### src/rtl/bnn_layer_sequencer.sv
// bnn_layer_sequencer
// Central controller for the BNN inference datapath. On iSTART it walks the layers
// CONV1, CONV2, CONV3, FCL1 and FCL2. For each layer it streams read addresses, strobes the
// accumulator, comparator and pooling logic, writes result bits into the 112-bit final
// register, and writes that register back to memory. oDONE pulses for one cycle after FCL2.
//
// Ports
//   iCLK, iRST            clock, synchronous active-high reset
//   iCLR                  synchronous abort to IDLE
//   iSTART                start one inference (sampled only in IDLE)
//   oLAYER                0 IDLE, 1 CONV1, 2 CONV2, 3 CONV3, 4 FCL1, 5 FCL2
//   oMEM_SEL              read source (0 MEM0, 1 MEM1)
//   oRd_EN, oRd_ADDR      memory read strobe and address
//   oAcc_EN, oAcc_CLR     accumulator add / clear-after-sample
//   oCmp_EN, oPool_FIRST  comparator sample, first compare of a pool window
//   oRegWr_EN, oReg_ADDR  final register bit write and bit address
//   oRegRd_EN             final register write-back strobe
//   oMem0_WE, oMem1_WE    write-back target (MEM0 for FCL2, MEM1 otherwise)
//   oBUSY, oDONE          not idle / end-of-inference pulse
module bnn_layer_sequencer #(
  parameter int unsigned AW        = 12,
  parameter int unsigned RAW       = 7,
  parameter int unsigned CONV_ACC  = 9,
  parameter int unsigned FCL_ACC   = 12,
  parameter int unsigned CONV_NOUT = 112,
  parameter int unsigned FCL1_NOUT = 112,
  parameter int unsigned FCL2_NOUT = 8,
  parameter int unsigned POOL      = 4,
  parameter int unsigned LAT       = 2
) (
  input  logic           iCLK,
  input  logic           iRST,
  input  logic           iCLR,
  input  logic           iSTART,
  output logic [2:0]     oLAYER,
  output logic           oMEM_SEL,
  output logic           oRd_EN,
  output logic [AW-1:0]  oRd_ADDR,
  output logic           oAcc_EN,
  output logic           oAcc_CLR,
  output logic           oCmp_EN,
  output logic           oPool_FIRST,
  output logic           oRegWr_EN,
  output logic [RAW-1:0] oReg_ADDR,
  output logic           oRegRd_EN,
  output logic           oMem0_WE,
  output logic           oMem1_WE,
  output logic           oBUSY,
  output logic           oDONE
);

  localparam int unsigned CW = 16;

  typedef enum logic [2:0] {
    StIdle  = 3'd0,
    StConv1 = 3'd1,
    StConv2 = 3'd2,
    StConv3 = 3'd3,
    StFcl1  = 3'd4,
    StFcl2  = 3'd5,
    StDone  = 3'd6
  } layer_e;

  typedef enum logic [2:0] {
    PhRead  = 3'd0,
    PhDrain = 3'd1,
    PhCmp   = 3'd2,
    PhFlush = 3'd3,
    PhWb    = 3'd4
  } phase_e;

  layer_e         layer_q, layer_d;
  phase_e         phase_q, phase_d;
  logic [CW-1:0]  acc_cnt_q, acc_cnt_d;
  logic [CW-1:0]  lat_cnt_q, lat_cnt_d;
  logic [CW-1:0]  pool_cnt_q, pool_cnt_d;
  logic [AW-1:0]  rd_addr_q, rd_addr_d;
  logic [RAW-1:0] reg_addr_q, reg_addr_d;
  logic           reg_wr_q, reg_wr_d;

  logic           active;
  logic           is_conv;
  logic [CW-1:0]  acc_n;
  logic [CW-1:0]  pw_n;
  logic [RAW-1:0] nout_last;

  // Per-layer settings.
  always_comb begin
    active  = (layer_q != StIdle) && (layer_q != StDone);
    is_conv = (layer_q == StConv1) || (layer_q == StConv2) || (layer_q == StConv3);
    acc_n   = is_conv ? CW'(CONV_ACC) : CW'(FCL_ACC);
    pw_n    = is_conv ? CW'(POOL) : CW'(1);
    case (layer_q)
      StFcl1:  nout_last = RAW'(FCL1_NOUT - 1);
      StFcl2:  nout_last = RAW'(FCL2_NOUT - 1);
      default: nout_last = RAW'(CONV_NOUT - 1);
    endcase
  end

  always_ff @(posedge iCLK) begin
    if (iRST || iCLR) begin
      layer_q    <= StIdle;
      phase_q    <= PhRead;
      acc_cnt_q  <= '0;
      lat_cnt_q  <= '0;
      pool_cnt_q <= '0;
      rd_addr_q  <= '0;
      reg_addr_q <= '0;
      reg_wr_q   <= 1'b0;
    end else begin
      layer_q    <= layer_d;
      phase_q    <= phase_d;
      acc_cnt_q  <= acc_cnt_d;
      lat_cnt_q  <= lat_cnt_d;
      pool_cnt_q <= pool_cnt_d;
      rd_addr_q  <= rd_addr_d;
      reg_addr_q <= reg_addr_d;
      reg_wr_q   <= reg_wr_d;
    end
  end

  always_comb begin
    layer_d    = layer_q;
    phase_d    = phase_q;
    acc_cnt_d  = acc_cnt_q;
    lat_cnt_d  = lat_cnt_q;
    pool_cnt_d = pool_cnt_q;
    rd_addr_d  = rd_addr_q;
    reg_addr_d = reg_addr_q;
    reg_wr_d   = 1'b0;

    // Bit address advances after its write pulse but saturates at the layer's last bit.
    if (reg_wr_q && (reg_addr_q != nout_last)) begin
      reg_addr_d = reg_addr_q + 1'b1;
    end

    unique case (layer_q)
      StIdle: begin
        if (iSTART) begin
          layer_d    = StConv1;
          phase_d    = PhRead;
          acc_cnt_d  = '0;
          lat_cnt_d  = '0;
          pool_cnt_d = '0;
          rd_addr_d  = '0;
          reg_addr_d = '0;
        end
      end
      StDone: begin
        layer_d = StIdle;
      end
      default: begin
        unique case (phase_q)
          PhRead: begin
            rd_addr_d = rd_addr_q + 1'b1;
            if (acc_cnt_q == acc_n - 1'b1) begin
              acc_cnt_d = '0;
              phase_d   = (LAT == 0) ? PhCmp : PhDrain;
            end else begin
              acc_cnt_d = acc_cnt_q + 1'b1;
            end
          end
          PhDrain: begin
            if (lat_cnt_q == CW'(LAT) - 1'b1) begin
              lat_cnt_d = '0;
              phase_d   = PhCmp;
            end else begin
              lat_cnt_d = lat_cnt_q + 1'b1;
            end
          end
          PhCmp: begin
            if (pool_cnt_q == pw_n - 1'b1) begin
              // Window closed: reg_addr_q still names the bit this window produces.
              pool_cnt_d = '0;
              reg_wr_d   = 1'b1;
              phase_d    = (reg_addr_q == nout_last) ? PhFlush : PhRead;
            end else begin
              pool_cnt_d = pool_cnt_q + 1'b1;
              phase_d    = PhRead;
            end
          end
          PhFlush: begin
            phase_d = PhWb;
          end
          PhWb: begin
            phase_d    = PhRead;
            rd_addr_d  = '0;
            reg_addr_d = '0;
            layer_d    = (layer_q == StFcl2) ? StDone : layer_e'(layer_q + 3'd1);
          end
          default: begin
            phase_d = PhRead;
          end
        endcase
      end
    endcase
  end

  always_comb begin
    oLAYER      = 3'd0;
    oMEM_SEL    = 1'b0;
    oRd_EN      = 1'b0;
    oCmp_EN     = 1'b0;
    oAcc_CLR    = 1'b0;
    oPool_FIRST = 1'b0;
    oRegRd_EN   = 1'b0;
    oMem0_WE    = 1'b0;
    oMem1_WE    = 1'b0;
    if (active) begin
      oLAYER      = layer_q;
      oMEM_SEL    = (layer_q != StConv1);
      oRd_EN      = (phase_q == PhRead);
      oCmp_EN     = (phase_q == PhCmp);
      oAcc_CLR    = (phase_q == PhCmp);
      oPool_FIRST = (phase_q == PhCmp) && (pool_cnt_q == '0);
      oRegRd_EN   = (phase_q == PhWb);
      oMem0_WE    = (phase_q == PhWb) && (layer_q == StFcl2);
      oMem1_WE    = (phase_q == PhWb) && (layer_q != StFcl2);
    end
    oRegWr_EN = reg_wr_q;
    oRd_ADDR  = rd_addr_q;
    oReg_ADDR = reg_addr_q;
    oBUSY     = (layer_q != StIdle);
    oDONE     = (layer_q == StDone);
  end

  // Read strobe delayed by the memory + popcount latency.
  if (LAT == 0) begin : g_no_lat
    assign oAcc_EN = oRd_EN;
  end else begin : g_lat
    logic [LAT-1:0] acc_dly_q;
    always_ff @(posedge iCLK) begin
      if (iRST || iCLR) begin
        acc_dly_q <= '0;
      end else begin
        acc_dly_q <= (acc_dly_q << 1) | LAT'(oRd_EN);
      end
    end
    assign oAcc_EN = acc_dly_q[LAT-1];
  end

endmodule
### config.mk
export PLATFORM = sky130hd
export DESIGN_NAME = bnn_layer_sequencer
export DESIGN_NICKNAME = d
export VERILOG_FILES = /design/src/rtl/bnn_layer_sequencer.sv
export SDC_FILE = /design/constraint.sdc
export NUM_CORES = 1
export LEC_CHECK = 0
export CAP_MARGIN = 10
export CORE_MARGIN = 5
export CORE_UTILIZATION = 40
export CTS_CLUSTER_DIAMETER = 100
export DETAILED_ROUTE_END_ITERATION = 10
export DONT_BUFFER_PORTS = 1
export HOLD_SLACK_MARGIN = 0.03
export PLACE_DENSITY = 0.54
export SLEW_MARGIN = 20
export SYNTH_ARGS = -nofsm -noshare
export SYNTH_HDL_FRONTEND = slang
export SYNTH_SLANG_ARGS = --single-unit
### constraint.sdc
create_clock -name iCLK -period 4.5 [get_ports iCLK]
set_input_delay 0.675 -clock iCLK [delete_from_list [all_inputs] [get_ports iCLK]]
set_output_delay 0.675 -clock iCLK [all_outputs]
set_load 0.1 [all_outputs]
-- Word-level counts from Yosys, hierarchy flattened
Cells that the tools add are included.
- $add $sub $neg: 8
- eq/ne operators: 20
- multiplexer cells: 40
- bitwise logic cells: 3
- reduce and logical (&&, ||, !) cells: 24
- operators by type and width (cell ; count):
    $mux W16 ; 7
    $pmux W16 S2 ; 3
    $add A16 B1 Y16 const B ; 3
    $pmux W12 S2 ; 2
    $eq A16 B16 Y1 ; 2
    $mux W7 ; 4
    $mux W3 ; 9
    $eq A16 B1 Y1 const B ; 1
    $logic_not A16 Y1 ; 1
    $pmux W7 S2 ; 1
    $add A12 B1 Y12 const B ; 1
    $eq A3 B2 Y1 const B ; 4
    $mux W12 ; 1
    $pmux W3 S2 ; 2
    $pmux W3 S4 ; 1
    $reduce_and A3 Y1 ; 4
    $eq A3 B3 Y1 const B ; 3
    $ne A3 B3 Y1 const B ; 3
    $reduce_bool A3 Y1 ; 3
    $mux W1 ; 8
    $add A7 B1 Y7 const B ; 1
    $eq A7 B7 Y1 ; 1
    $ne A7 B7 Y1 ; 1
    $eq A3 B1 Y1 const B ; 2
    16 further kinds ; 27
- register bits after elaboration: 76
- bits of input ports: 4
- output and inout bits: 34
- word-level logic and storage cells: 104

-- Depth between registers and ports, before layout
Gate-level depths: netlist (run 1).
- depth in word-level cells: 9
- gate-level depth with buffers: 9
- mapped depth without buffers: 8

-- Worst setup path after synthesis (run 1)
OpenSTA, ideal clock, no wires.
- kind: register to output
- from: reg layer_q[0]
- to: out oPool_FIRST
- data arrival time: 3.492 ns
- setup slack: 0.333 ns
- cell stages (with the launch flop): 6
- buffers on the path: 0
- path through: dfxtp_1 -> inv_1 -> ha_1 -> mux2i_1 -> nand3_1 -> nor3_1
- cells in the longest elaborated chain, start to end: 3
- elaborated cells on any way between the ends: 4
- ends and longest elaborated chain (item ; line ; source):
    from (decl) ; 72 ; layer_e layer_q, layer_d;
    from (signal assigned) ; 102 ; layer_q <= StIdle;
    from (signal assigned) ; 111 ; layer_q <= layer_d;
    $ne A3 B3 Y1 or $reduce_bool A3 Y1 (tied branches) ; 89 ; active = (layer_q != StIdle) && (layer_q != StDone);
    $logic_and A1 B1 Y1 * ; 89 ;
    $mux W1 * ; 209 ; if (active) begin
    to (decl) ; 42 ; output logic oPool_FIRST,
Mark *: on every way between the ends. The rest lies on a longest branch, timed or not.

-- Worst setup path after layout (run 1)
- from: reg layer_q[0]
- to: out oAcc_CLR
- cells in the longest elaborated chain, start to end: 3
- elaborated cells on any way between the ends: 4
- ends and longest elaborated chain (item ; line ; source):
    $ne A3 B3 Y1 or $reduce_bool A3 Y1 (tied branches) ; 89 ;
    $logic_and A1 B1 Y1 * ; 89 ;
    $mux W1 * ; 209 ;
    to (decl) ; 40 ; output logic oAcc_CLR,
Marked as above.

==> impl_metrics.csv, run 1 <==
group,metric,value,unit
power,power_frac_seq,49.0,%
power,switching_share,22.5,%
floorplan,die_height,109,µm
worst_setup_path,cp_num_cells,6,
synthesis,ys_ff_latch,76,
final_layout,instances_no_fill,617,
place,pre_cts_slack,1.45,ns
timing,fin_crit,3.47,ns
clock_tree,cts_hold_buf,0,
place,gp_congestion,0.822,
timing,finalHoldViolCount,0,
detailed_routing,wl,8810,µm
clock_tree,ctsLongestPathBuffers,2,
grt,gr-usage-all-layers,15.5,%
worst_setup_path,critPathTopFamily,"buffers and inverters",
clock_tree,ctsResizeCount,0,
timing,worst_pin_slew,1.13,ns
synthesis,synth_common_cells,"nor2_1 (88), dfxtp_1 (76), nand2_1 (34), xnor2_1 (26), xor2_1 (25)",
final_layout,design_area,4400,µm²
timing,rsz0062_at_grt,"false",
floorplan,core_area,9680,µm²
final_layout,n_antenna_cell,0,
synthesis,synth_cells,473,
final_layout,fin_util,45.4,%
synthesis,synth.avg_cell_area,8.32,µm²
clock_tree,post_cts_buffers,0,
floorplan,die_area,11900,µm²
place,portBuffers,0,
job,drv_cap,0,
timing,clock_skew,0.0133,ns
power,power.density,315,nW/µm²
synthesis,async_flop_share,0,%
synthesis,synth_seq_area_share,38.7,%
synthesis,yosysWarningCount,0,
worst_setup_path,slowest_stage,"mux2i_1",
synthesis,synthFlopType,"dfxtp_1",
timing,setup_viol,0,
place,placed_cells,602,
worst_setup_path,rr_worst_depth,8,
hold_path,holdPathStages,1,
final_layout,drive_gt1_share,9.71,%
synthesis,synth.net_count,489,
worst_setup_path,crit_required,3.83,ns
synthesis,synthTopCellsByArea,"dfxtp_1 (39%), nor2_1 (8.4%), xnor2_1 (5.8%), xor2_1 (5.6%), ha_1 (3.8%)",
clock_tree,clk-insertion-delay-late,0.36,ns
grt,grt_pass1_vias,3048,
grt,antenna_found_initial,0,
worst_setup_path,worstSetupStartpointType,"flip-flop",
final_layout,n_fill_cell,954,
timing,fin_ws,1.03,ns
floorplan,start_util,40.6,%
final_layout,syn_to_final_growth,11.8,%
power,power.leakage,1.51,nW
clock_tree,clockRootBuffer,"clkbuf_8",
power,switchingPower,0.312,mW
detailed_routing,antenna_left,0,
worst_setup_path,cpPeakStageDelay,0.59,ns
clock_tree,numCtsBuffers,9,
timing,tns,0,ns
detailed_routing,wl_per_cell,14.3,µm
power,p_int,1.08,mW
clock_tree,htree_levels,3,
synthesis,syn_area,3940,µm²
floorplan,die_x,109,µm
floorplan,ios,38,
timing,fmax,289,MHz
worst_setup_path,path_class,"reg2out",
floorplan,fp-row-count,36,
worst_setup_path,crit_fanout,9,
synthesis,synth_top_cell_by_area,"dfxtp_1",
worst_setup_path,crit_buf_inv,3,
synthesis,synth-edff-count,0,
status,outcome,"completed",
worst_setup_path,endpoint_kind,"output pin",
place,dpl_cell_area,4160,µm²
timing,fin_crit_sh,77.0,%
grt,gr-total-overflow,0,
worst_setup_path,crit_chain,"inv_1, ha_1, mux2i_1, nand3_1, inv_2, buf_4",
final_layout,finalNetCount,496,
place,hpwl,6270,µm
power,pwr-share-comb,5.7,%
detailed_routing,drc,0,
grt,grt_max_degree,18,
synthesis,yosysMostFrequentCell,"nor2_1",
synthesis,ys_types,54,
power,clkPwrFrac,45.4,%
synthesis,synthDominantCellAreaShare,38.7,%
clock_tree,clk_pin_slew,0.08,ns
detailed_routing,vias,3294,
detailed_routing,via_per_inst,5.34,
hold_path,hold_class,"reg2reg",
timing,timing.slew.headroom,24.8,%
worst_setup_path,arrival,2.79,ns
power,worst_ir_drop_vdd,315,µV
clock_tree,cts_tree,"yes",
clock_tree,clkSinkCount,76,
grt,grt_pass1_wl,14700,µm
detailed_routing,drt_iter0_drc,138,
detailed_routing,drtPass1Iterations,4,
timing,maxSlewViolCount,0,
registers in the layout, summed over array words and instances, names as in the netlist:
signal / cells
oReg_ADDR: 7
g_lat.acc_dly_q: 2
oRegWr_EN: 1
phase_q: 3
oRd_ADDR: 12
lat_cnt_q: 16
pool_cnt_q: 16
layer_q: 3
acc_cnt_q: 16
power groups by stage:
stage	sequential [mW]	combinational [mW]	clock [mW]
after floorplan	0.694	0.0611	0
after global routing	0.680	0.0855	0.679
after global placement	0.695	0.0774	0
after CTS	0.679	0.0791	0.654
after detailed placement	0.695	0.0790	0
final	0.679	0.0786	0.629
worst register-to-register path, cell delays in order, from the launching register on:
cell and delay, ns:
dfxtp_1 0.39, inv_1 0.11, ha_1 0.26, nand2_1 0.19, inv_1 0.50, a211oi_2 0.53
nand2_1 0.11, o21ai_2 0.54, nor2_1 0.12
layer usage:
layer / GRT usage, % / wire (µm) / part of all wire (%)
met5: 0 / 0 / 0
met4: 4.72 / 122 / 1.4
met3: 5.51 / 398 / 4.5
met2: 24.3 / 4010 / 46
met1: 20.0 / 4280 / 49
cells by family (layout without fill, tap and decap cells):
| logic type | count (synthesis) | after routing | synth area share (%) |
|---|---|---|---|
| buf+inv | 30 | 41 | 3.28 |
| compound gates | 56 | 56 | 10.3 |
| flops | 76 | 76 | 38.7 |
| mux | 5 | 5 | 1.27 |
| simple gates | 243 | 243 | 31.3 |
| fa+ha+maj | 12 | 12 | 3.82 |
| xor+xnor | 51 | 51 | 11.4 |
stage by stage:
step	hold WS [ns]	power, mW
floorplan	0.406	0.755
global placement	0.417	0.772
detailed placement	0.421	0.774
CTS	0.440	1.41
global route	0.466	1.44
finish	0.435	1.39
cells in the final DEF, fill, tap and decap left out, drive strengths merged, types with 3 or more instances in the layout:
cell | netlist | routed
nor3 | 14 | 14
a31oi | 4 | 4
xor2 | 25 | 25
and2 | 6 | 6
inv | 13 | 14
o21ai | 14 | 14
mux2i | 5 | 5
nand2 | 34 | 34
nor4b | 4 | 4
dfxtp | 76 | 76
or3 | 7 | 7
o211ai | 6 | 6
nand3 | 21 | 21
and4 | 6 | 6
a21oi | 16 | 16
xnor2 | 26 | 26
nor3b | 4 | 4
or4 | 7 | 7
and3 | 12 | 12
nor4 | 7 | 7
nand4 | 23 | 23
buf | 6 | 10
clkbuf | 9 | 12
nor2 | 88 | 88
bufinv | 0 | 3
ha | 12 | 12
cell type report:
type,instances,area [µm²],share of cell area (%)
multi-input cells,367,2320,52.7
flip-flops and latches,76,1520,34.6
well taps,133,166,3.78
clock buffers,11,141,3.21
repair buffers,11,100,2.27
clock inverters,4,97.6,2.22
inverters,15,56.3,1.28
path summary, 6_finish.rpt:
kind,startpoint,end,slack [ns]
setup reg to reg,layer_q[0],acc_cnt_q[15],1.61
hold / removal,g_lat.acc_dly_q[0],g_lat.acc_dly_q[1],0.43
setup / recovery,layer_q[0],oAcc_CLR,1.03
hold reg to reg,g_lat.acc_dly_q[0],g_lat.acc_dly_q[1],0.43
Note: power is estimated with default switching activity, not from simulation.
==> run 2: changes to the inputs <==
==> constraint.sdc (replaced) <==
create_clock -name iCLK -period 3.2 [get_ports iCLK]
set_input_delay 0.48 -clock iCLK [delete_from_list [all_inputs] [get_ports iCLK]]
set_output_delay 0.48 -clock iCLK [all_outputs]
set_load 0.1 [all_outputs]
==> run 2 against run 1 <==
Sequential power is 40% higher. Via count increased by 2.0%. Sequential cell count unchanged. Sequential share of layout area down 1.4 points. First-iteration DRC count grew 0.72%. Clock-buffer cell count unchanged. Clock power grew 19%. Highest routed layer unchanged. Critical path depth up 1. Cell area increased by 4.3%. Largest power group unchanged. Non-clock buffer count rose by 28.
==> impl_metrics.csv, run 2 (synthesis results as in run 1) <==
group,metric,value,unit
status,outcome,"completed",
timing,worst_pin_slew,0.983,ns
clock_tree,ctsResizeCount,0,
place,portBuffers,0,
job,drv_cap,0,
final_layout,final_common_cell,"nor2_1",
final_layout,syn_to_final_growth,16.6,%
timing,clock_skew,0.00705,ns
place,pre_cts_slack,0.603,ns
timing,fmax,344,MHz
grt,antenna_found_initial,0,
worst_setup_path,slowest_stage,"buf_4",
floorplan,ios,38,
power,power.density,397,nW/µm²
worst_setup_path,critPathTopFamily,"buffers and inverters",
detailed_routing,drc,0,
hold_path,hold_class,"reg2reg",
final_layout,fin_util,47.4,%
worst_setup_path,worstSetupStartpointType,"flip-flop",
timing,setup_viol,0,
clock_tree,post_cts_buffers,0,
worst_setup_path,crit_chain,"inv_1, ha_1, mux2i_1, buf_4, nand3_1, inv_2, buf_4",
timing,maxSlewViolCount,0,
timing,rsz0062_at_grt,"false",
worst_setup_path,endpoint_kind,"output pin",
detailed_routing,via_per_inst,5.20,
place,placed_cells,630,
worst_setup_path,path_class,"reg2out",
floorplan,fp-row-count,36,
grt,grt_pass1_vias,3255,
detailed_routing,drtPass1Iterations,4,
worst_setup_path,arrival,2.43,ns
clock_tree,clk_pin_slew,0.08,ns
detailed_routing,drt_iter0_drc,139,
floorplan,start_util,40.6,%
final_layout,layout_common_cells,"nor2_1 (84), dfxtp_1 (76), buf_4 (36)",
place,hpwl,6380,µm
timing,fin_crit_sh,90.8,%
clock_tree,ctsLongestPathBuffers,2,
timing,fin_crit,2.91,ns
detailed_routing,wl_per_cell,13.6,µm
grt,grt_pass1_wl,15200,µm
clock_tree,numCtsBuffers,9,
grt,gr-usage-all-layers,16.0,%
floorplan,die_area,11900,µm²
worst_setup_path,crit_required,2.72,ns
detailed_routing,wl,8810,µm
place,dpl_cell_area,4390,µm²
final_layout,reg_top3,"acc_cnt_q: 16 flops, lat_cnt_q: 16 flops, pool_cnt_q: 16 flops",
floorplan,core_area,9680,µm²
place,gp_congestion,0.796,
clock_tree,clkSinkCount,76,
final_layout,finalNetCount,524,
detailed_routing,vias,3360,
worst_setup_path,crit_buf_inv,4,
timing,finalHoldViolCount,0,
clock_tree,clockRootBuffer,"clkbuf_8",
floorplan,die_height,109,µm
grt,gr-total-overflow,0,
worst_setup_path,cpPeakStageDelay,0.50,ns
worst_setup_path,crit_top_cell,"buf_4",
timing,fin_ws,0.293,ns
timing,hold_slack,0.435,ns
power,power.leakage,1.65,nW
power,worst_ir_drop_vdd,170,µV
final_layout,drive_gt1_share,14.6,%
clock_tree,cts_tree,"yes",
clock_tree,htree_levels,3,
floorplan,die_x,109,µm
final_layout,instances_no_fill,646,
timing,timing.slew.headroom,34.4,%
final_layout,n_antenna_cell,0,
clock_tree,clk-insertion-delay-late,0.35,ns
detailed_routing,antenna_left,0,
worst_setup_path,crit_fanout,9,
grt,grt_max_degree,18,
clock_tree,cts_hold_buf,0,
final_layout,design_area,4590,µm²
==> run 2: cell count changes in the layout (fill, tap and decap cells not counted), moves of 2 or more <==
cell and delta:
buf_4 +26, buf_12 +3, clkinv_2 +4, bufinv_16 -2
==> run 2: routing by layer <==
metal | up-vias | wire [µm] | GRT usage, %
li1 | 1742 | - | -
met4 | 0 | 102 | 5.88
met3 | 6 | 387 | 4.20
met1 | 1572 | 4360 | 21.0
met2 | 40 | 3960 | 25.3
met5 | - | 0 | 0
==> run 2: area by class of cell <==
class,count,area (µm²)
clock buffers,11,151
clock inverters,5,50.0
fillers,984,5090
inverters,15,56.3
multi-input cells,367,2310
flip-flops and latches,76,1520
well taps,133,166
repair buffers,39,330
==> run 2: power by group <==
part | internal, mW | switching (mW)
clock | 0.398 | 0.352
sequential | 0.948 | 0.00380
combinational | 0.0363 | 0.0855
==> run 2: path summary, 6_finish.rpt <==
check | slack (ns) | cells after the start | end | startpoint
hold reg to reg | 0.44 | 1 | g_lat.acc_dly_q[1] | g_lat.acc_dly_q[0]
setup reg to reg | 0.63 | 8 | acc_cnt_q[3] | layer_q[0]
hold / removal | 0.44 | 1 | g_lat.acc_dly_q[1] | g_lat.acc_dly_q[0]
setup / recovery | 0.29 | 7 | oAcc_CLR | layer_q[0]
==> run 2: metrics by stage <==
stage	power (mW)	TNS, ns
6_report	1.82	0
5_1_grt	1.90	0
4_1_cts	1.86	0
3_5_place_dp	1.10	0
3_3_place_gp	1.10	0
2_1_floorplan	1.06	-0.374
==> run 3: changes to the inputs <==
--- a/config.mk
+++ b/config.mk
@@ -8,11 +8,13 @@
 export CAP_MARGIN = 10
 export CORE_MARGIN = 5
 export CORE_UTILIZATION = 40
+export CTS_BUF_LIST = sky130_fd_sc_hd__clkbuf_16
 export CTS_CLUSTER_DIAMETER = 100
 export DETAILED_ROUTE_END_ITERATION = 10
 export DONT_BUFFER_PORTS = 1
 export HOLD_SLACK_MARGIN = 0.03
 export PLACE_DENSITY = 0.54
+export REMOVE_ABC_BUFFERS = 1
 export SLEW_MARGIN = 20
 export SYNTH_ARGS = -nofsm -noshare
 export SYNTH_HDL_FRONTEND = slang
==> run 3 against run 2 <==
Routed wire length increased by 0.67%. Sequential power about the same. Sequential share of layout area decreased by 0.62 points. Via count increased by 0.51%. Clock power increased by 42%. Worst hold slack got worse by 0.0076 ns. Maximum frequency increased by 1.2%. Clock skew increased by 0.00090 ns. Total power increased by 17%. Clock-buffer cell count decreased by 2. Cell area increased by 1.9%. Critical endpoint unchanged. Largest power group is now clock.
==> impl_metrics.csv, run 3 (synthesis results as in run 1) <==
group,metric,value,unit
power,pwr-share-comb,5.7,%
worst_setup_path,r2r_start,"layer_q[0]",
place,gp_congestion,0.871,
detailed_routing,drtPass1Iterations,4,
power,p_int,1.66,mW
final_layout,n_fill_cell,971,
clock_tree,numCtsBuffers,9,
final_layout,drive_gt1_share,14.1,%
clock_tree,post_cts_buffers,0,
worst_setup_path,endpoint_kind,"output pin",
grt,grt_pass1_wl,15100,µm
worst_setup_path,endpoint,"oAcc_CLR",
grt,grt_max_degree,18,
place,portBuffers,0,
worst_setup_path,rrSetupSlack,0.64,ns
grt,gr-total-overflow,0,
final_layout,finalNetCount,523,
power,power.density,455,nW/µm²
worst_setup_path,arrival,2.39,ns
timing,timing.slew.headroom,33.4,%
worst_setup_path,rr_worst_depth,8,
timing,finalHoldViolCount,0,
power,clkPwrFrac,49.5,%
power,power_frac_seq,44.8,%
clock_tree,ctsResizeCount,0,
power,switchingPower,0.472,mW
clock_tree,ctsLongestPathBuffers,2,
floorplan,die_height,109,µm
floorplan,start_util,40.6,%
floorplan,core_area,9680,µm²
timing,fin_crit,2.87,ns
worst_setup_path,crit_fanout,9,
final_layout,reg_top3,"acc_cnt_q: 16 flops, lat_cnt_q: 16 flops, pool_cnt_q: 16 flops",
detailed_routing,antenna_left,0,
timing,maxSlewViolCount,0,
detailed_routing,wl,8870,µm
clock_tree,clockRootBuffer,"clkbuf_16",
place,placed_cells,629,
timing,worst_pin_slew,0.998,ns
status,outcome,"completed",
grt,antenna_found_initial,0,
floorplan,fp-row-count,36,
floorplan,die_area,11900,µm²
detailed_routing,vias,3377,
detailed_routing,drc,0,
grt,grt_pass1_vias,3256,
final_layout,final_common_cell,"nor2_1",
worst_setup_path,worstSetupStartpointType,"flip-flop",
timing,clock_skew,0.00795,ns
hold_path,hold_class,"reg2reg",
clock_tree,htree_levels,3,
detailed_routing,via_per_inst,5.24,
detailed_routing,wl_per_cell,13.7,µm
final_layout,design_area,4680,µm²
floorplan,ios,38,
worst_setup_path,r2r-end,"acc_cnt_q[6]",
power,power.leakage,1.70,nW
grt,gr-usage-all-layers,15.9,%
worst_setup_path,crit_required,2.72,ns
final_layout,n_antenna_cell,0,
place,pre_cts_slack,0.612,ns
worst_setup_path,path_class,"reg2out",
final_layout,fin_util,48.3,%
floorplan,die_x,109,µm
final_layout,layout_common_cells,"nor2_1 (84), dfxtp_1 (76), buf_4 (36)",
final_layout,syn_to_final_growth,18.9,%
detailed_routing,drt_iter0_drc,160,
place,dpl_cell_area,4370,µm²
hold_path,hp-start,"g_lat.acc_dly_q[0]",
final_layout,instances_no_fill,645,
place,hpwl,6390,µm
timing,fin_crit_sh,89.7,%
timing,rsz0062_at_grt,"false",
timing,fmax,348,MHz
worst_setup_path,startpoint,"layer_q[0]",
power,worst_ir_drop_vdd,297,µV
clock_tree,cts_hold_buf,0,
timing,fin_ws,0.328,ns
power,switching_share,22.2,%
clock_tree,clk-insertion-delay-late,0.33,ns
clock_tree,cts_tree,"yes",
timing,setup_viol,0,
clock_tree,clk_pin_slew,0.06,ns
clock_tree,clkSinkCount,76,
job,drv_cap,0,
-- run 3: cell count changes in the layout (fill, tap and decap cells not counted) --
cell,previous run,this run
clkinv_2,4,3
nor3_4,1,0
buf_12,3,1
bufinv_16,1,2
inv_1,13,14
buf_16,0,1
clkbuf_8,11,0
nor3_2,0,1
clkinv_1,1,2
clkbuf_16,0,9
-- run 3: power groups by stage --
stage,Combinational [mW],Sequential [mW],Clock [mW]
2_1_floorplan,0.0808,0.976,0
3_3_place_gp,0.121,0.974,0
3_5_place_dp,0.122,0.974,0
4_1_cts,0.122,0.953,1.09
5_1_grt,0.132,0.953,1.13
6_report,0.121,0.954,1.06
-- run 3: metrics by stage --
stage	setup TNS [ns]	hold slack, ns	power [mW]
after floorplan	-6.05	0.406	1.06
after global placement	0	0.417	1.09
after detailed placement	0	0.418	1.10
after CTS	0	0.434	2.17
after global routing	0	0.479	2.21
final	0	0.428	2.13
-- run 3: critical path: stages, from the launching register on --
cell     delay, ns
dfxtp_1       0.37
inv_1         0.11
ha_1          0.28
mux2i_1       0.15
buf_4         0.18
nand3_1       0.27
inv_2         0.17
buf_4         0.52
-- run 3: metal layers --
metal	wire [µm]	GRT usage, %	vias up
met5	0	0	-
met4	115	4.27	0
met3	388	5.92	8
met2	4160	25.0	48
met1	4210	20.6	1580
li1	-	-	1741
-- run 3: worst min-delay path by stage --
stage,depth (start not counted),endpoint
after floorplan,1,g_lat.acc_dly_q[1]
after global placement,1,g_lat.acc_dly_q[1]
after detailed placement,1,g_lat.acc_dly_q[1]
after CTS,1,g_lat.acc_dly_q[1]
after global routing,1,g_lat.acc_dly_q[1]
final,1,g_lat.acc_dly_q[1]
-- run 3: final cells by class --
type	count	area, µm²	share of cell area, %
timing repair buffer	38	318	6.80
inverter	15	56.3	1.20
tap	133	166	3.56
multi-input combinational	367	2310	49.3
clock buffer	9	225	4.82
sequential	76	1520	32.5
clock inverter	7	82.6	1.77
